### src/rtl/percept_sched_if.sv
// Handshake bundle between UART byte stream, opcode sequencer and perceptron datapath.
// master = sequencer side (consumes rx bytes and op_ack, drives opcodes); slave = environment side.
interface percept_sched_if #(
    parameter int IDX_W = 2
);
    logic             rx_valid;
    logic [7:0]       rx_data;
    logic             op_valid;
    logic [2:0]       op;
    logic [IDX_W-1:0] op_idx;
    logic             op_ack;

    modport master (
        input  rx_valid,
        input  rx_data,
        input  op_ack,
        output op_valid,
        output op,
        output op_idx
    );

    modport slave (
        output rx_valid,
        output rx_data,
        output op_ack,
        input  op_valid,
        input  op,
        input  op_idx
    );
endinterface

### src/rtl/percept_sched.sv
// Purpose: frame-driven opcode sequencer (address byte + command byte -> fixed op schedule).
// Latency: first op valid one cycle after the command byte; done one cycle after the final ack.
// Backpressure: each op held stable until op_ack; no op advances without acceptance.
module percept_sched #(
    parameter int N_INPUTS = 4,
    parameter int IDX_W    = 2
) (
    input  logic                  clk,
    input  logic                  nRst,
    input  logic [7:0]            address,
    percept_sched_if.master       bus,
    output logic                  busy,
    output logic                  done,
    output logic                  err
);

    typedef enum logic [2:0] {
        IDLE, CMD, S_CLR, S_MAC, S_THR, S_UPD, S_WRST, S_TX
    } state_t;

    localparam logic [2:0] OP_NOP  = 3'd0;
    localparam logic [2:0] OP_CLR  = 3'd1;
    localparam logic [2:0] OP_MAC  = 3'd2;
    localparam logic [2:0] OP_THR  = 3'd3;
    localparam logic [2:0] OP_UPD  = 3'd4;
    localparam logic [2:0] OP_TX   = 3'd5;
    localparam logic [2:0] OP_WRST = 3'd6;

    localparam logic [1:0] M_TRAIN = 2'b01;

    localparam logic [IDX_W-1:0] IDX_LAST = IDX_W'(N_INPUTS - 1);
    localparam logic [IDX_W-1:0] IDX_ONE  = IDX_W'(1);

    state_t           state_q;
    logic [1:0]       mode_q;
    logic [IDX_W-1:0] idx_q;
    logic [2:0]       op_q;
    logic             op_valid_q;
    logic             busy_q;
    logic             done_q;
    logic             err_q;

    logic fire;
    logic idx_last;
    logic addr_hit;

    assign fire     = op_valid_q && bus.op_ack;
    assign idx_last = (idx_q == IDX_LAST);
    assign addr_hit = (bus.rx_data == address) || (bus.rx_data == 8'hFF);

    always_ff @(posedge clk) begin
        if (!nRst) begin
            state_q    <= IDLE;
            mode_q     <= 2'b00;
            idx_q      <= '0;
            op_q       <= OP_NOP;
            op_valid_q <= 1'b0;
            busy_q     <= 1'b0;
            done_q     <= 1'b0;
            err_q      <= 1'b0;
        end else begin
            done_q <= 1'b0;
            err_q  <= 1'b0;
            case (state_q)
                IDLE: begin
                    if (bus.rx_valid && addr_hit) begin
                        state_q <= CMD;
                    end
                end
                CMD: begin
                    // Any byte here is the command, even one matching the node address.
                    if (bus.rx_valid) begin
                        mode_q <= bus.rx_data[7:6];
                        idx_q  <= '0;
                        case (bus.rx_data[7:6])
                            2'b00, 2'b01: begin
                                state_q    <= S_CLR;
                                op_q       <= OP_CLR;
                                op_valid_q <= 1'b1;
                                busy_q     <= 1'b1;
                            end
                            2'b10: begin
                                state_q    <= S_WRST;
                                op_q       <= OP_WRST;
                                op_valid_q <= 1'b1;
                                busy_q     <= 1'b1;
                            end
                            default: begin
                                state_q <= IDLE;
                                err_q   <= 1'b1;
                            end
                        endcase
                    end
                end
                default: begin
                    // Bytes arriving mid-sequence are dropped and flagged.
                    if (bus.rx_valid) begin
                        err_q <= 1'b1;
                    end
                    if (fire) begin
                        case (state_q)
                            S_CLR: begin
                                state_q <= S_MAC;
                                op_q    <= OP_MAC;
                            end
                            S_MAC: begin
                                if (idx_last) begin
                                    idx_q   <= '0;
                                    state_q <= S_THR;
                                    op_q    <= OP_THR;
                                end else begin
                                    idx_q <= idx_q + IDX_ONE;
                                end
                            end
                            S_THR: begin
                                if (mode_q == M_TRAIN) begin
                                    state_q <= S_UPD;
                                    op_q    <= OP_UPD;
                                end else begin
                                    state_q <= S_TX;
                                    op_q    <= OP_TX;
                                end
                            end
                            S_UPD: begin
                                if (idx_last) begin
                                    idx_q   <= '0;
                                    state_q <= S_TX;
                                    op_q    <= OP_TX;
                                end else begin
                                    idx_q <= idx_q + IDX_ONE;
                                end
                            end
                            S_WRST: begin
                                if (idx_last) begin
                                    idx_q      <= '0;
                                    state_q    <= IDLE;
                                    op_q       <= OP_NOP;
                                    op_valid_q <= 1'b0;
                                    busy_q     <= 1'b0;
                                    done_q     <= 1'b1;
                                end else begin
                                    idx_q <= idx_q + IDX_ONE;
                                end
                            end
                            default: begin
                                idx_q      <= '0;
                                state_q    <= IDLE;
                                op_q       <= OP_NOP;
                                op_valid_q <= 1'b0;
                                busy_q     <= 1'b0;
                                done_q     <= 1'b1;
                            end
                        endcase
                    end
                end
            endcase
        end
    end

    assign bus.op_valid = op_valid_q;
    assign bus.op       = op_q;
    assign bus.op_idx   = idx_q;
    assign busy         = busy_q;
    assign done         = done_q;
    assign err          = err_q;

endmodule

### src/flat_wrapper.sv
// flat-port wrapper written by rule: the top's interface ports become plain ports
module percept_sched_flat 
#(
    parameter int N_INPUTS = 4,
    parameter int IDX_W    = 2
)
  (clk, nRst, address, busy, done, err, bus_rx_valid, bus_rx_data, bus_op_ack, bus_op_valid, bus_op, bus_op_idx);
  percept_sched_if #(.IDX_W(IDX_W)) bus_i ();
  input  logic clk;
  input  logic nRst;
  input  logic [7:0] address;
  output logic busy;
  output logic done;
  output logic err;
  input wire logic [$bits(bus_i.rx_valid)-1:0] bus_rx_valid;
  input wire logic [$bits(bus_i.rx_data)-1:0] bus_rx_data;
  input wire logic [$bits(bus_i.op_ack)-1:0] bus_op_ack;
  output wire logic [$bits(bus_i.op_valid)-1:0] bus_op_valid;
  output wire logic [$bits(bus_i.op)-1:0] bus_op;
  output wire logic [$bits(bus_i.op_idx)-1:0] bus_op_idx;
  assign bus_i.rx_valid = bus_rx_valid;
  assign bus_i.rx_data = bus_rx_data;
  assign bus_i.op_ack = bus_op_ack;
  assign bus_op_valid = bus_i.op_valid;
  assign bus_op = bus_i.op;
  assign bus_op_idx = bus_i.op_idx;
  percept_sched #(.N_INPUTS(N_INPUTS), .IDX_W(IDX_W)) u_core (.clk(clk), .nRst(nRst), .address(address), .bus(bus_i), .busy(busy), .done(done), .err(err));
endmodule
### config.mk
export PLATFORM = sky130hd
export DESIGN_NAME = percept_sched_flat
export DESIGN_NICKNAME = d
export VERILOG_FILES = /design/src/rtl/percept_sched_if.sv /design/src/rtl/percept_sched.sv /design/src/flat_wrapper.sv
export SDC_FILE = /design/constraint.sdc
export NUM_CORES = 1
export LEC_CHECK = 0
export CORE_ASPECT_RATIO = 0.75
export CORE_MARGIN = 4
export CORE_UTILIZATION = 41
export DETAILED_ROUTE_END_ITERATION = 6
export PLACE_DENSITY = 0.74
export SLEW_MARGIN = 10
export SYNTH_ARGS = -nofsm -noshare
export SYNTH_HDL_FRONTEND = slang
export SYNTH_SLANG_ARGS = --single-unit
### constraint.sdc
create_clock -name clk -period 1.9 [get_ports clk]
set_clock_uncertainty 0.2 [all_clocks]
set_input_delay 0.38 -clock clk [delete_from_list [all_inputs] [get_ports clk]]
set_output_delay 0.38 -clock clk [all_outputs]
set_load 0.01 [all_outputs]
==> flow_metrics.env, run 1 <==
export IMPL_internal_power_w=0.000408
export IMPL_min_period_over_period=0.995
export IMPL_muxShareOfSynthArea=0.0543
export IMPL_grt_pass1_wl_um=4590
export IMPL_synth_top_family_by_area="simple AND/OR/NAND/NOR gates"
export IMPL_synth_distinct_cells=43
export IMPL_critical_path_top_delay_family="buffers and inverters"
export IMPL_chipWidth_um=63.4
export IMPL_stdcell_area_um2=1520
export IMPL_fmax_mhz=529
export IMPL_grt_start_max_net_pins=12
export IMPL_area_delta_synth_final_pct=60.7
export IMPL_grt_pass1_vias=945
export IMPL_combPwrFrac=0.183
export IMPL_synth_compound_area_frac=0.217
export IMPL_netSwitchingPower_w=0.000141
export IMPL_use_met2=0.317
export IMPL_max_clock_path_buffers=2
export IMPL_setup_violations=0
export IMPL_io_pins=29
export IMPL_crit_required_ns=1.89
export IMPL_num_fill_cells=163
export IMPL_cts_tree="done"
export IMPL_grtUsageTotal=0.186
export IMPL_crit_type="in2reg"
export IMPL_synth_seq_area_share=0.275
export IMPL_clock_latency_ns=0.28
export IMPL_wl_um=2950
export IMPL_slew_violations=0
export IMPL_switching_share=0.257
export IMPL_p_clk_frac=0.321
export IMPL_fin_nets=186
export IMPL_layout_drive_gt1_share=0.280
export IMPL_synth_xor_area_frac=0.103
export IMPL_power_leakage_nw=0.658
export IMPL_worstPathArrival_ns=1.88
export IMPL_synth_area_um2=945
export IMPL_gp_congestion=0.892
export IMPL_finalPower_w=0.000549
export IMPL_synth_cells=112
export IMPL_antenna_found_initial=0
export IMPL_fin_cells=185
export IMPL_start_util=0.449
export IMPL_synthesis_nets=136
export IMPL_critPathMaxStageDelay_ns=0.49
export IMPL_dpl_cell_area_um2=1400
export IMPL_startpoint_type="primary input"
export IMPL_cts_made_buffers=3
export IMPL_antenna_cells=0
export IMPL_htree_levels=1
export IMPL_vias=1012
export IMPL_fin_hold_ws_ns=0.264
export IMPL_rsz0062_at_grt="yes"
export IMPL_drtPass1Iterations=4
export IMPL_crit_chain="clkdlybuf4s50_1, xor2_1, nor4_4, a2111oi_4, nor2_4, mux2i_1"
export IMPL_drt_iter0_markers=43
export IMPL_overflow=0
export IMPL_power_per_cell_area_nw_per_um2=362
export IMPL_slew_headroom=0.759
export IMPL_synth_simple_gate_area_share=0.230
export IMPL_crit_buf_inv=1
export IMPL_hold_class="reg2reg"
export IMPL_cts_sinks=13
export IMPL_core_area_um2=2100
export IMPL_ctsHoldBuffers=0
export IMPL_synth_seq_cells=13
export IMPL_num_rows=14
export IMPL_dp_hpwl_um=2250
export IMPL_drtAntennaViolNets=0
export IMPL_post_drt_wl_per_cell_um=15.9
export IMPL_top_usage_layer="met2"
export IMPL_grt_met1_usage=0.237
export IMPL_gr_usage_met3=0.0500
export IMPL_path_clk_slew_ns=0.09
export IMPL_cap_violations=0
export IMPL_synth_avg_cell_area_um2=8.43
export IMPL_crit_fanout=3
export IMPL_fin_crit_ns=1.89
export IMPL_tightest_slew_ns=0.358
export IMPL_utilization=0.722
export IMPL_timing_hold_violations_final=0
export IMPL_slowest_stage="clkdlybuf4s50_1"
export IMPL_numPlacedInstances=181
export IMPL_die_h_um=49.6
export IMPL_synth_fa_ha_area_frac=0.0636
export IMPL_ys_warn_count=0
export IMPL_run_status="complete, no violations"
export IMPL_cp_end_kind="register"
export IMPL_drc=0
export IMPL_ir_worst_vdd_mv=0.342
export IMPL_port_buffers=28
export IMPL_viasPerCell=5.47
export IMPL_cts_setup_buffers=0
export IMPL_clockRootBuffer="clkbuf_4"
export IMPL_die_area_um2=3140
export IMPL_pwr_share_seq=0.497
registers in the layout, indices dropped and copies added (netlist names):
signal,flops
u_core.bus.op,3
u_core.state_q,3
u_core.bus.op_idx,2
u_core.mode_q,2
u_core.bus.op_valid,1
u_core.done,1
u_core.err,1
Yosys cell counts (all sizes together):
library cell | number | area [um^2]
a2111oi | 1 | 15.0
xor2 | 8 | 70.1
a311oi | 3 | 26.3
a21o | 1 | 7.51
o311ai | 1 | 8.76
nor2b | 2 | 12.5
mux2i | 4 | 40.0
a32o | 1 | 10.0
o21ai | 8 | 43.8
o211a | 2 | 20.0
nand3b | 1 | 7.51
nor2 | 7 | 28.8
mux2 | 1 | 11.3
a21oi | 7 | 35.0
clkinv | 1 | 3.75
maj3 | 1 | 10.0
a221o | 1 | 10.0
nor4b | 1 | 8.76
nand4 | 1 | 6.26
ha | 4 | 50.1
or2 | 1 | 6.26
nor4 | 2 | 12.5
buf | 3 | 26.3
dfxtp | 13 | 260
nand2b | 2 | 12.5
nor3b | 2 | 20.0
o22ai | 1 | 6.26
a22oi | 1 | 12.5
xnor2 | 1 | 27.5
and3 | 2 | 12.5
nand2 | 14 | 55.1
nor3 | 2 | 10.0
a41o | 1 | 10.0
nand3 | 5 | 25.0
inv | 4 | 15.0
clkbuf | 2 | 7.51
routing by layer:
metal / share of wire / vias up
met1: 0.44 / 461
met4: 0.0088 / 0
met5: 0 / -
met2: 0.49 / 47
met3: 0.060 / 6
li1: - / 498
cells in the final DEF (no fill, tap or decap), drive strengths merged, types with 3 or more instances in the layout:
master	Yosys	final
a21oi	7	7
clkbuf	2	4
dfxtp	13	13
nor2	7	7
a311oi	3	3
clkdlybuf4s50	0	15
nand3	5	5
xor2	8	8
o21ai	8	8
dlygate4sd2	0	5
nand2	14	14
inv	4	4
mux2i	4	4
buf	3	22
dlymetal6s2s	0	8
ha	4	4
power by group through the flow:
stage / Sequential, W / Combinational [W] / Clock (W)
global route: 0.000273 / 0.000106 / 0.000201
finish: 0.000273 / 0.000100 / 0.000176
global placement: 0.000279 / 0.0000872 / 0
CTS: 0.000273 / 0.0000936 / 0.000181
floorplan: 0.000279 / 0.0000257 / 0
detailed placement: 0.000279 / 0.0000898 / 0
worst reg2reg max path, cell delays in order, from the launching register on:
cell	delay [ns]
dfxtp_1	0.39
ha_2	0.26
o311ai_2	0.13
a221o_1	0.37
o211a_1	0.23
a41o_1	0.20
timing repair:
item	4_1_cts	5_1_grt
setup endpoints to repair	3	6
endpoints found under the hold margin	0	0
resized for setup	10	17
pin swaps	7	10
kinds of logic (layout without fill, tap and decap cells):
family                   count (synthesis)  count (layout)
adder cells (fa/ha/maj)                  5               5
AND/OR/NAND/NOR                         42              42
AO/OA/AOI/OAI                           28              28
buffers and inverters                   10              59
multiplexers                             5               5
flip-flops                              13              13
XOR/XNOR                                 9               9
stage by stage:
| step | setup WS (ns) | setup TNS [ns] |
|---|---|---|
| floorplan | 0.00455 | 0 |
| global placement | -0.297 | -1.76 |
| detailed placement | -0.337 | -1.92 |
| CTS | 0.00287 | 0 |
| global route | -0.0312 | -0.0384 |
| finish | 0.0104 | 0 |
final timing paths:
path | startpoint | to | slack, ns | depth (start not counted)
max reg2reg | u_core.bus.op_idx[0] | u_core.state_q[0] | 0.03 | 5
max | bus_rx_data[4] | u_core.state_q[1] | 0.01 | 6
min reg2reg | u_core.mode_q[1] | u_core.mode_q[1] | 0.26 | 2
min | u_core.mode_q[1] | u_core.mode_q[1] | 0.26 | 2
area by class of cell:
class | count | area (um^2) | share of cell area
clock buffers | 4 | 26.3 | 0.0173
inverters | 5 | 18.8 | 0.0124
multi-input cells | 89 | 707 | 0.466
flip-flops and latches | 13 | 264 | 0.174
well taps | 24 | 30.0 | 0.0198
repair buffers | 50 | 472 | 0.311
Power figures use the tool's default switching activity.
==> inputs of run 2 (changes only) <==
--- a/config.mk
+++ b/config.mk
@@ -9,6 +9,7 @@
 export CORE_MARGIN = 4
 export CORE_UTILIZATION = 41
 export DETAILED_ROUTE_END_ITERATION = 6
+export MAX_ROUTING_LAYER = met4
 export PLACE_DENSITY = 0.74
 export SLEW_MARGIN = 10
 export SYNTH_ARGS = -nofsm -noshare
==> flow_metrics.env, run 2 (same netlist as run 1, synthesis figures left out) <==
export IMPL_grt_pass1_vias=1027
export IMPL_grt_start_max_net_pins=12
export IMPL_antenna_cells=0
export IMPL_clockRootBuffer="clkbuf_4"
export IMPL_path_clk_slew_ns=0.08
export IMPL_dpl_worst_slack_ns=-0.339
export IMPL_wl_um=2900
export IMPL_ctsHoldBuffers=0
export IMPL_die_h_um=49.6
export IMPL_crit_type="in2reg"
export IMPL_core_area_um2=2100
export IMPL_rsz0062_at_grt="no"
export IMPL_cap_violations=0
export IMPL_gr_usage_met3=0.0705
export IMPL_die_area_um2=3140
export IMPL_utilization=0.708
export IMPL_layout_drive_gt1_share=0.280
export IMPL_startpoint_type="primary input"
export IMPL_grtUsageTotal=0.199
export IMPL_finalPower_w=0.000540
export IMPL_power_leakage_nw=0.608
export IMPL_port_buffers=28
export IMPL_fin_nets=186
export IMPL_max_clock_path_buffers=2
export IMPL_setup_violations=0
export IMPL_min_period_over_period=0.987
export IMPL_cts_sinks=13
export IMPL_power_per_cell_area_nw_per_um2=363
export IMPL_ir_worst_vdd_mv=0.324
export IMPL_run_status="complete, no violations"
export IMPL_chipWidth_um=63.4
export IMPL_cts_tree="done"
export IMPL_tightest_slew_ns=0.331
export IMPL_io_pins=29
export IMPL_drtPass1Iterations=4
export IMPL_vias=1050
export IMPL_multi_input_area_um2=677
export IMPL_fmax_mhz=533
export IMPL_crit_fanout=3
export IMPL_clock_latency_ns=0.28
export IMPL_regArea_um2=265
export IMPL_dpl_cell_area_um2=1410
export IMPL_gp_congestion=0.911
export IMPL_crit_required_ns=1.90
export IMPL_hold_depth=2
export IMPL_grt_met1_usage=0.238
export IMPL_slew_headroom=0.776
export IMPL_antenna_found_initial=0
export IMPL_htree_levels=1
export IMPL_post_drt_wl_per_cell_um=15.7
export IMPL_setup_slack_ns=0.0248
export IMPL_slew_violations=0
export IMPL_timing_hold_violations_final=0
export IMPL_top_usage_layer="met2"
export IMPL_drt_iter0_markers=77
export IMPL_start_util=0.449
export IMPL_mostFrequentLayoutCells="clkdlybuf4s50_1, buf_4, nand2_1"
export IMPL_drtAntennaViolNets=0
export IMPL_num_rows=14
export IMPL_hold_class="reg2reg"
export IMPL_dp_hpwl_um=2360
export IMPL_worstPathArrival_ns=1.87
export IMPL_overflow=0
export IMPL_stdcell_area_um2=1490
export IMPL_use_met2=0.324
export IMPL_grt_pass1_wl_um=4770
export IMPL_viasPerCell=5.68
export IMPL_num_fill_cells=188
export IMPL_worstRegToRegCells=6
export IMPL_fin_crit_ns=1.88
export IMPL_drc=0
export IMPL_area_delta_synth_final_pct=57.6
export IMPL_cp_end_kind="register"
export IMPL_cts_made_buffers=3
==> run 2: report_power, final <==
group          internal [W]  switching, W  leakage (nW)  total (W)
Combinational     0.0000532     0.0000381         0.487  0.0000913
Clock             0.0000815     0.0000943        0.0150   0.000176
Sequential         0.000272   0.000000374         0.107   0.000273
==> run 2: final cells by class <==
cell class                 instances  area share
multi-input combinational         89       0.455
timing repair buffer              50       0.317
sequential                        13       0.178
tap                               24      0.0202
clock buffer                       4      0.0176
inverter                           5      0.0126
==> run 2: metal layers <==
layer  part of all wire  vias up
li1                   -      510
met1               0.42      486
met4             0.0045        0
met3              0.094        4
met5                  0        -
met2               0.48       50
==> run 2: path summary, 6_finish.rpt <==
path,from,end,slack (ns)
setup / recovery,bus_op_ack,u_core.state_q[2],0.02
hold / removal,u_core.mode_q[0],u_core.mode_q[0],0.26
setup reg to reg,u_core.state_q[2],u_core.state_q[2],0.04
hold reg to reg,u_core.mode_q[0],u_core.mode_q[0],0.26
==> run 2: repair_timing <==
action,4_1_cts,5_1_grt
pin swaps,8,3
gates cloned,0,0
setup endpoints to repair,4,6
resized for setup,12,7
buffers inserted,0,0
==> run 2: stage by stage <==
stage | instances | hold WS (ns) | TNS, ns
detailed placement | 181 | 0.248 | -2.12
floorplan | 112 | 0.231 | 0
global placement | 181 | 0.237 | -1.76
finish | 185 | 0.261 | 0
global route | 185 | 0.281 | 0
CTS | 185 | 0.260 | 0
==> run 2: critical path, cell delays in order <==
cell             delay (ns)
clkdlybuf4s50_1        0.52
o311ai_2               0.14
a221o_1                0.36
nor2_2                 0.22
mux2i_1                0.25
==> inputs of run 3 (changes only) <==
--- a/config.mk
+++ b/config.mk
@@ -5,6 +5,7 @@
 export SDC_FILE = /design/constraint.sdc
 export NUM_CORES = 1
 export LEC_CHECK = 0
+export CAP_MARGIN = 0
 export CORE_ASPECT_RATIO = 0.75
 export CORE_MARGIN = 4
 export CORE_UTILIZATION = 41
==> results of run 3 <==
Final layout, timing and power as in run 2 (identical DEF).
